File: src/rtl/ps2_kbd_tx_if.sv
// ps2_kbd_tx_if: byte-push handshake between the keyboard front end and the
// PS/2 device-side transmitter.
//   din        scancode byte offered by the producer
//   din_valid  producer push request
//   din_ready  transmitter FIFO has room
//   overflow   one-cycle pulse after a push was attempted while full
// master = producer (front end), slave = ps2_kbd_tx.
interface ps2_kbd_tx_if;
  logic [7:0] din;
  logic       din_valid;
  logic       din_ready;
  logic       overflow;

  modport master (output din, output din_valid, input din_ready, input overflow);
  modport slave  (input din, input din_valid, output din_ready, output overflow);
endinterface

File: src/rtl/ps2_kbd_tx.sv
// ps2_kbd_tx: PS/2 device-side transmitter. Scancode bytes are queued in a
// small FIFO and serialized as 11-bit device-to-host frames
// (start 0, D0..D7 LSB first, odd parity, stop 1). All bit timing is counted
// in ce ticks so the block can run from any clock-enable strobe.
// Ports:
//   clk_sys   system clock, all logic on posedge
//   reset     asynchronous active-high reset (flushes FIFO, abandons frame)
//   ce        timing tick; the serializer advances only when high
//   bus       byte push handshake (din, din_valid, din_ready, overflow)
//   busy      serializer active or bytes still queued
//   ps2_clk   PS/2 clock output, idle high
//   ps2_data  PS/2 data output, idle high
module ps2_kbd_tx #(
  parameter int HALF_TICKS = 8,
  parameter int GAP_TICKS  = 16,
  parameter int FIFO_DEPTH = 4
) (
  input  logic         clk_sys,
  input  logic         reset,
  input  logic         ce,
  ps2_kbd_tx_if.slave  bus,
  output logic         busy,
  output logic         ps2_clk,
  output logic         ps2_data
);

  localparam int PTR_W   = $clog2(FIFO_DEPTH);
  localparam int CNT_MAX = (HALF_TICKS > GAP_TICKS) ? HALF_TICKS : GAP_TICKS;
  localparam int CNT_W   = $clog2(CNT_MAX + 1);

  localparam logic [PTR_W:0] FULL      = (PTR_W+1)'(FIFO_DEPTH);
  localparam logic [CNT_W-1:0] HALF_LAST = CNT_W'(HALF_TICKS - 1);
  localparam logic [CNT_W-1:0] GAP_LAST  = CNT_W'(GAP_TICKS - 1);

  typedef enum logic [1:0] {IDLE, HIGH, LOW, GAP} state_t;

  // ---------------------------------------------------------------- FIFO
  logic [7:0]       mem [FIFO_DEPTH];
  logic [PTR_W-1:0] head_reg, tail_reg;
  logic [PTR_W:0]   count_reg;
  logic             overflow_reg;
  logic             push, pop;
  logic [7:0]       head_byte;

  state_t           state_reg;
  logic [CNT_W-1:0] cnt_reg;
  logic [3:0]       bitn_reg;
  logic [10:0]      shifter_reg;
  logic             ps2_clk_reg, ps2_data_reg;

  assign bus.din_ready = (count_reg != FULL);
  assign bus.overflow  = overflow_reg;

  // Acceptance looks only at the registered count, so a push into a full
  // FIFO is refused even when a pop frees a slot on the same edge.
  assign push = bus.din_valid && bus.din_ready;
  assign pop  = ce && (state_reg == IDLE) && (count_reg != '0);

  // The head byte must be available on the same edge it is popped so the
  // start bit can be driven immediately; the FIFO is tiny, so an
  // asynchronous read of the array is used here.
  assign head_byte = mem[head_reg];

  always_ff @(posedge clk_sys) begin
    if (push)
      mem[tail_reg] <= bus.din;
  end

  always_ff @(posedge clk_sys or posedge reset) begin
    if (reset) begin
      head_reg     <= '0;
      tail_reg     <= '0;
      count_reg    <= '0;
      overflow_reg <= 1'b0;
    end else begin
      overflow_reg <= bus.din_valid && !bus.din_ready;
      if (push)
        tail_reg <= tail_reg + 1'b1;
      if (pop)
        head_reg <= head_reg + 1'b1;
      case ({push, pop})
        2'b10:   count_reg <= count_reg + 1'b1;
        2'b01:   count_reg <= count_reg - 1'b1;
        default: count_reg <= count_reg;
      endcase
    end
  end

  // ---------------------------------------------------------- serializer
  // shifter_reg[0] is always the bit currently on ps2_data; the register is
  // refilled with ones from the top so the stop bit falls out naturally.
  always_ff @(posedge clk_sys or posedge reset) begin
    if (reset) begin
      state_reg    <= IDLE;
      cnt_reg      <= '0;
      bitn_reg     <= '0;
      shifter_reg  <= '1;
      ps2_clk_reg  <= 1'b1;
      ps2_data_reg <= 1'b1;
    end else if (ce) begin
      case (state_reg)
        IDLE: begin
          if (count_reg != '0) begin
            shifter_reg  <= {1'b1, ~^head_byte, head_byte, 1'b0};
            ps2_data_reg <= 1'b0;
            cnt_reg      <= '0;
            bitn_reg     <= '0;
            state_reg    <= HIGH;
          end
        end
        HIGH: begin
          if (cnt_reg == HALF_LAST) begin
            ps2_clk_reg <= 1'b0;
            cnt_reg     <= '0;
            state_reg   <= LOW;
          end else begin
            cnt_reg <= cnt_reg + 1'b1;
          end
        end
        LOW: begin
          if (cnt_reg == HALF_LAST) begin
            ps2_clk_reg <= 1'b1;
            cnt_reg     <= '0;
            if (bitn_reg == 4'd10) begin
              ps2_data_reg <= 1'b1;
              state_reg    <= GAP;
            end else begin
              // Data changes together with the rising clock edge, so it is
              // stable across the whole following low phase.
              bitn_reg     <= bitn_reg + 1'b1;
              shifter_reg  <= {1'b1, shifter_reg[10:1]};
              ps2_data_reg <= shifter_reg[1];
              state_reg    <= HIGH;
            end
          end else begin
            cnt_reg <= cnt_reg + 1'b1;
          end
        end
        GAP: begin
          if (cnt_reg == GAP_LAST) begin
            cnt_reg   <= '0;
            state_reg <= IDLE;
          end else begin
            cnt_reg <= cnt_reg + 1'b1;
          end
        end
        default: state_reg <= IDLE;
      endcase
    end
  end

  assign ps2_clk  = ps2_clk_reg;
  assign ps2_data = ps2_data_reg;
  assign busy     = (state_reg != IDLE) || (count_reg != '0);

endmodule

File: src/flat_wrapper.sv
// flat-port wrapper written by rule: the top's interface ports become plain ports
module ps2_kbd_tx_flat 
#(
  parameter int HALF_TICKS = 8,
  parameter int GAP_TICKS  = 16,
  parameter int FIFO_DEPTH = 4
)
  (clk_sys, reset, ce, busy, ps2_clk, ps2_data, bus_din, bus_din_valid, bus_din_ready, bus_overflow);
  ps2_kbd_tx_if bus_i ();
  input  logic clk_sys;
  input  logic reset;
  input  logic ce;
  output logic busy;
  output logic ps2_clk;
  output logic ps2_data;
  input wire logic [$bits(bus_i.din)-1:0] bus_din;
  input wire logic [$bits(bus_i.din_valid)-1:0] bus_din_valid;
  output wire logic [$bits(bus_i.din_ready)-1:0] bus_din_ready;
  output wire logic [$bits(bus_i.overflow)-1:0] bus_overflow;
  assign bus_i.din = bus_din;
  assign bus_i.din_valid = bus_din_valid;
  assign bus_din_ready = bus_i.din_ready;
  assign bus_overflow = bus_i.overflow;
  ps2_kbd_tx #(.HALF_TICKS(HALF_TICKS), .GAP_TICKS(GAP_TICKS), .FIFO_DEPTH(FIFO_DEPTH)) u_core (.clk_sys(clk_sys), .reset(reset), .ce(ce), .bus(bus_i), .busy(busy), .ps2_clk(ps2_clk), .ps2_data(ps2_data));
endmodule
File: config.mk
export PLATFORM = sky130hd
export DESIGN_NAME = ps2_kbd_tx_flat
export DESIGN_NICKNAME = d
export VERILOG_FILES = /design/src/rtl/ps2_kbd_tx_if.sv /design/src/rtl/ps2_kbd_tx.sv /design/src/flat_wrapper.sv
export SDC_FILE = /design/constraint.sdc
export NUM_CORES = 1
export LEC_CHECK = 0
export CORE_MARGIN = 2
export CORE_UTILIZATION = 50
export CTS_CLUSTER_DIAMETER = 40
export CTS_CLUSTER_SIZE = 24
export DETAILED_ROUTE_END_ITERATION = 16
export PLACE_DENSITY = 0.72
export SLEW_MARGIN = 20
export SYNTH_ARGS = -nofsm -noshare
export SYNTH_HDL_FRONTEND = slang
export SYNTH_SLANG_ARGS = --single-unit
export TNS_END_PERCENT = 20
File: constraint.sdc
create_clock -name clk_sys -period 3.6 [get_ports clk_sys]
set_input_delay 0.36 -clock clk_sys [delete_from_list [all_inputs] [get_ports clk_sys]]
set_output_delay 0.36 -clock clk_sys [all_outputs]
set_load 0.05 [all_outputs]
==> impl_metrics.json <==
{
  "min_period_ns": 2.682,
  "nFillCells": 470,
  "overflow": 0,
  "drc": 0,
  "multi_input_comb_area_mm2": 0.001077,
  "port_buffers": 16,
  "synth_edf_count": 32,
  "drtAntennaViolNets": 0,
  "viasPerCell": 5.282,
  "tritoncts": "done",
  "routed_wl_um": 4839,
  "p_per_area_mw_per_mm2": 846.0,
  "place_ws_ns": 1.245,
  "worst_setup_path_start_kind": "flip-flop",
  "rows": 27,
  "cts_resized": 0,
  "vdd_drop_max_mv": 0.3864,
  "htree_levels": 3,
  "die_x_um": 80.06,
  "diodes": 0,
  "drv_cap": 0,
  "ys.flop_type": "edfxtp_1",
  "regArea_mm2": 0.001725,
  "finClkSkew_ns": 0.007771,
  "clk_latency_ns": 0.34,
  "grt_max_degree": 28,
  "antenna_found_initial": 0,
  "finalSetupTns_ns": 0,
  "cp.required_ns": 3.24,
  "dr_total_vias": 1627,
  "drive_above_1_share": 0.1822,
  "setup_slack_ns": 0.9183,
  "crit_path_end_kind": "primary output",
  "gp_congestion": 0.7298,
  "crit_type": "flip-flop to primary output",
  "syn_inst": 208,
  "worst_pin_slew_ns": 0.5652,
  "worstPathArrival_ns": 2.32,
  "clkSinkCount": 62,
  "async_flop_share": 0.4839,
  "final_net_count": 259,
  "fp.dieH_um": 80.06,
  "clockRootBuffer": "clkbuf_8",
  "area_growth_pct": 14.97,
  "wl_per_cell_um": 15.71,
  "setup_viol": 0,
  "grt_pass1_wl_um": 8342,
  "ys_seq_elements": 62,
  "final_cell_mix": "edfxtp_1 (32), dfrtp_1 (19), nor2_1 (18)",
  "finalCritPeriodShare": 0.7449,
  "synth_area_mm2": 0.002893,
  "drt-initial-drc-count": 64,
  "p_leak_nw": 1.309,
  "clockBufferDepth": 2,
  "ys_types": 42,
  "status": "complete, no violations",
  "syn-num-nets": 236,
  "cts_buffers": 9,
  "max_slew_margin": 0.6227,
  "crit_fanout": 5,
  "largest_reg_flops": 32,
  "hold_class": "input port to async pin",
  "dieArea_mm2": 0.006410,
  "syn_area_per_cell_um2": 13.91,
  "fmax_mhz": 372.9,
  "rsz0062_at_grt": "no",
  "synth_warnings": 0,
  "finalHoldViolations": 0,
  "path_clk_slew_ns": 0.07,
  "post_cts_buffers": 0,
  "dp_hpwl_um": 3303,
  "drv_slew": 0,
  "dr.pass1.iters": 4,
  "track_usage": 0.1772,
  "io_pins": 17,
  "grt_pass1_vias": 1701,
  "start_util": 0.5221,
  "core-area_mm2": 0.005540,
  "final_common_cell": "edfxtp_1",
  "seq_area_frac_synth": 0.5965,
  "cts_hold_buf": 0
}
[cell usage after synthesis (all sizes together) (2+ instances only)]
cell | instances | area share
a21oi | 11 | 0.019
and3 | 6 | 0.013
buf | 3 | 0.0074
clkbuf | 4 | 0.0056
dfrtp | 19 | 0.16
dfstp | 11 | 0.10
edfxtp | 32 | 0.33
ha | 15 | 0.065
inv | 14 | 0.018
mux2 | 2 | 0.0078
mux2i | 9 | 0.031
mux4 | 8 | 0.066
nand2 | 8 | 0.010
nand2b | 2 | 0.0043
nand3 | 5 | 0.0086
nor2 | 18 | 0.023
nor3 | 3 | 0.0069
o21ai | 5 | 0.0086
o31ai | 2 | 0.0052
or4b | 2 | 0.0082
xnor2 | 11 | 0.036
xor2 | 4 | 0.012
[metrics by stage]
stage,area (um2),hold slack [ns],util,power [mW],std cells
floorplan,2893,0.4427,-,1.992,208
global placement,3128,0.4598,0.5646,2.186,292
detailed placement,3128,0.4685,0.5646,2.228,292
CTS,3326,0.4785,0.6003,2.843,308
global route,3326,0.4448,0.6003,3.032,308
finish,3326,0.3949,0.6003,2.813,308
[logic make-up after synthesis]
logic type,Yosys count,synth area share
muxes,19,0.1051
AOI/OAI and AO/OA,26,0.05753
adders and majority gates,16,0.07180
buffers and inverters,21,0.03114
DFF,62,0.5965
and+or+nand+nor,49,0.08997
xor gates and xnor gates,15,0.04801
[worst max-delay path, cell delays in order, from the launching register on]
cell and delay [ns]:
dfrtp_1 0.41, inv_1 0.15, ha_1 0.23, or4b_4 0.49
clkdlybuf4s50_1 0.71
[final cells by class]
| cell class | instances | area share |
|---|---|---|
| multi-input combinational | 125 | 0.3239 |
| clock inverter | 7 | 0.02220 |
| clock buffer | 9 | 0.03725 |
| inverter | 14 | 0.01580 |
| tap | 72 | 0.02709 |
| timing repair buffer | 19 | 0.05493 |
| sequential | 62 | 0.5188 |
[where the power goes]
group	internal (mW)	switching, mW	leakage (nW)
sequential	1.01	0.174	0.652
clock	0.320	0.284	0.0879
combinational	0.491	0.537	0.569
total	1.82	0.995	1.31
[metal layers]
metal,vias to the layer above,track usage,wire (um)
met2,23,0.2842,2388
met1,796,0.2323,2247
met4,0,0.07119,68
met3,7,0.04382,135
met5,-,0,0
li1,801,-,-
[final timing paths]
path	start	endpoint	slack, ns	depth (start not counted)
min reg2reg	u_core.shifter_reg[1]$_DFFE_PP1P_	u_core.ps2_data$_DFFE_PP1P_	0.47	2
min	reset	u_core.bus.overflow$_DFF_PP0_	0.39	2
max reg2reg	u_core.state_reg[0]$_DFFE_PP0P_	u_core.cnt_reg[3]$_DFFE_PP0P_	1.28	7
max in group asynchronous	reset	u_core.shifter_reg[5]$_DFFE_PP1P_	2.62	3
min in group clk_sys	u_core.shifter_reg[1]$_DFFE_PP1P_	u_core.ps2_data$_DFFE_PP1P_	0.47	2
max	u_core.state_reg[0]$_DFFE_PP0P_	busy	0.92	4
(Power assumes the default switching activity.)
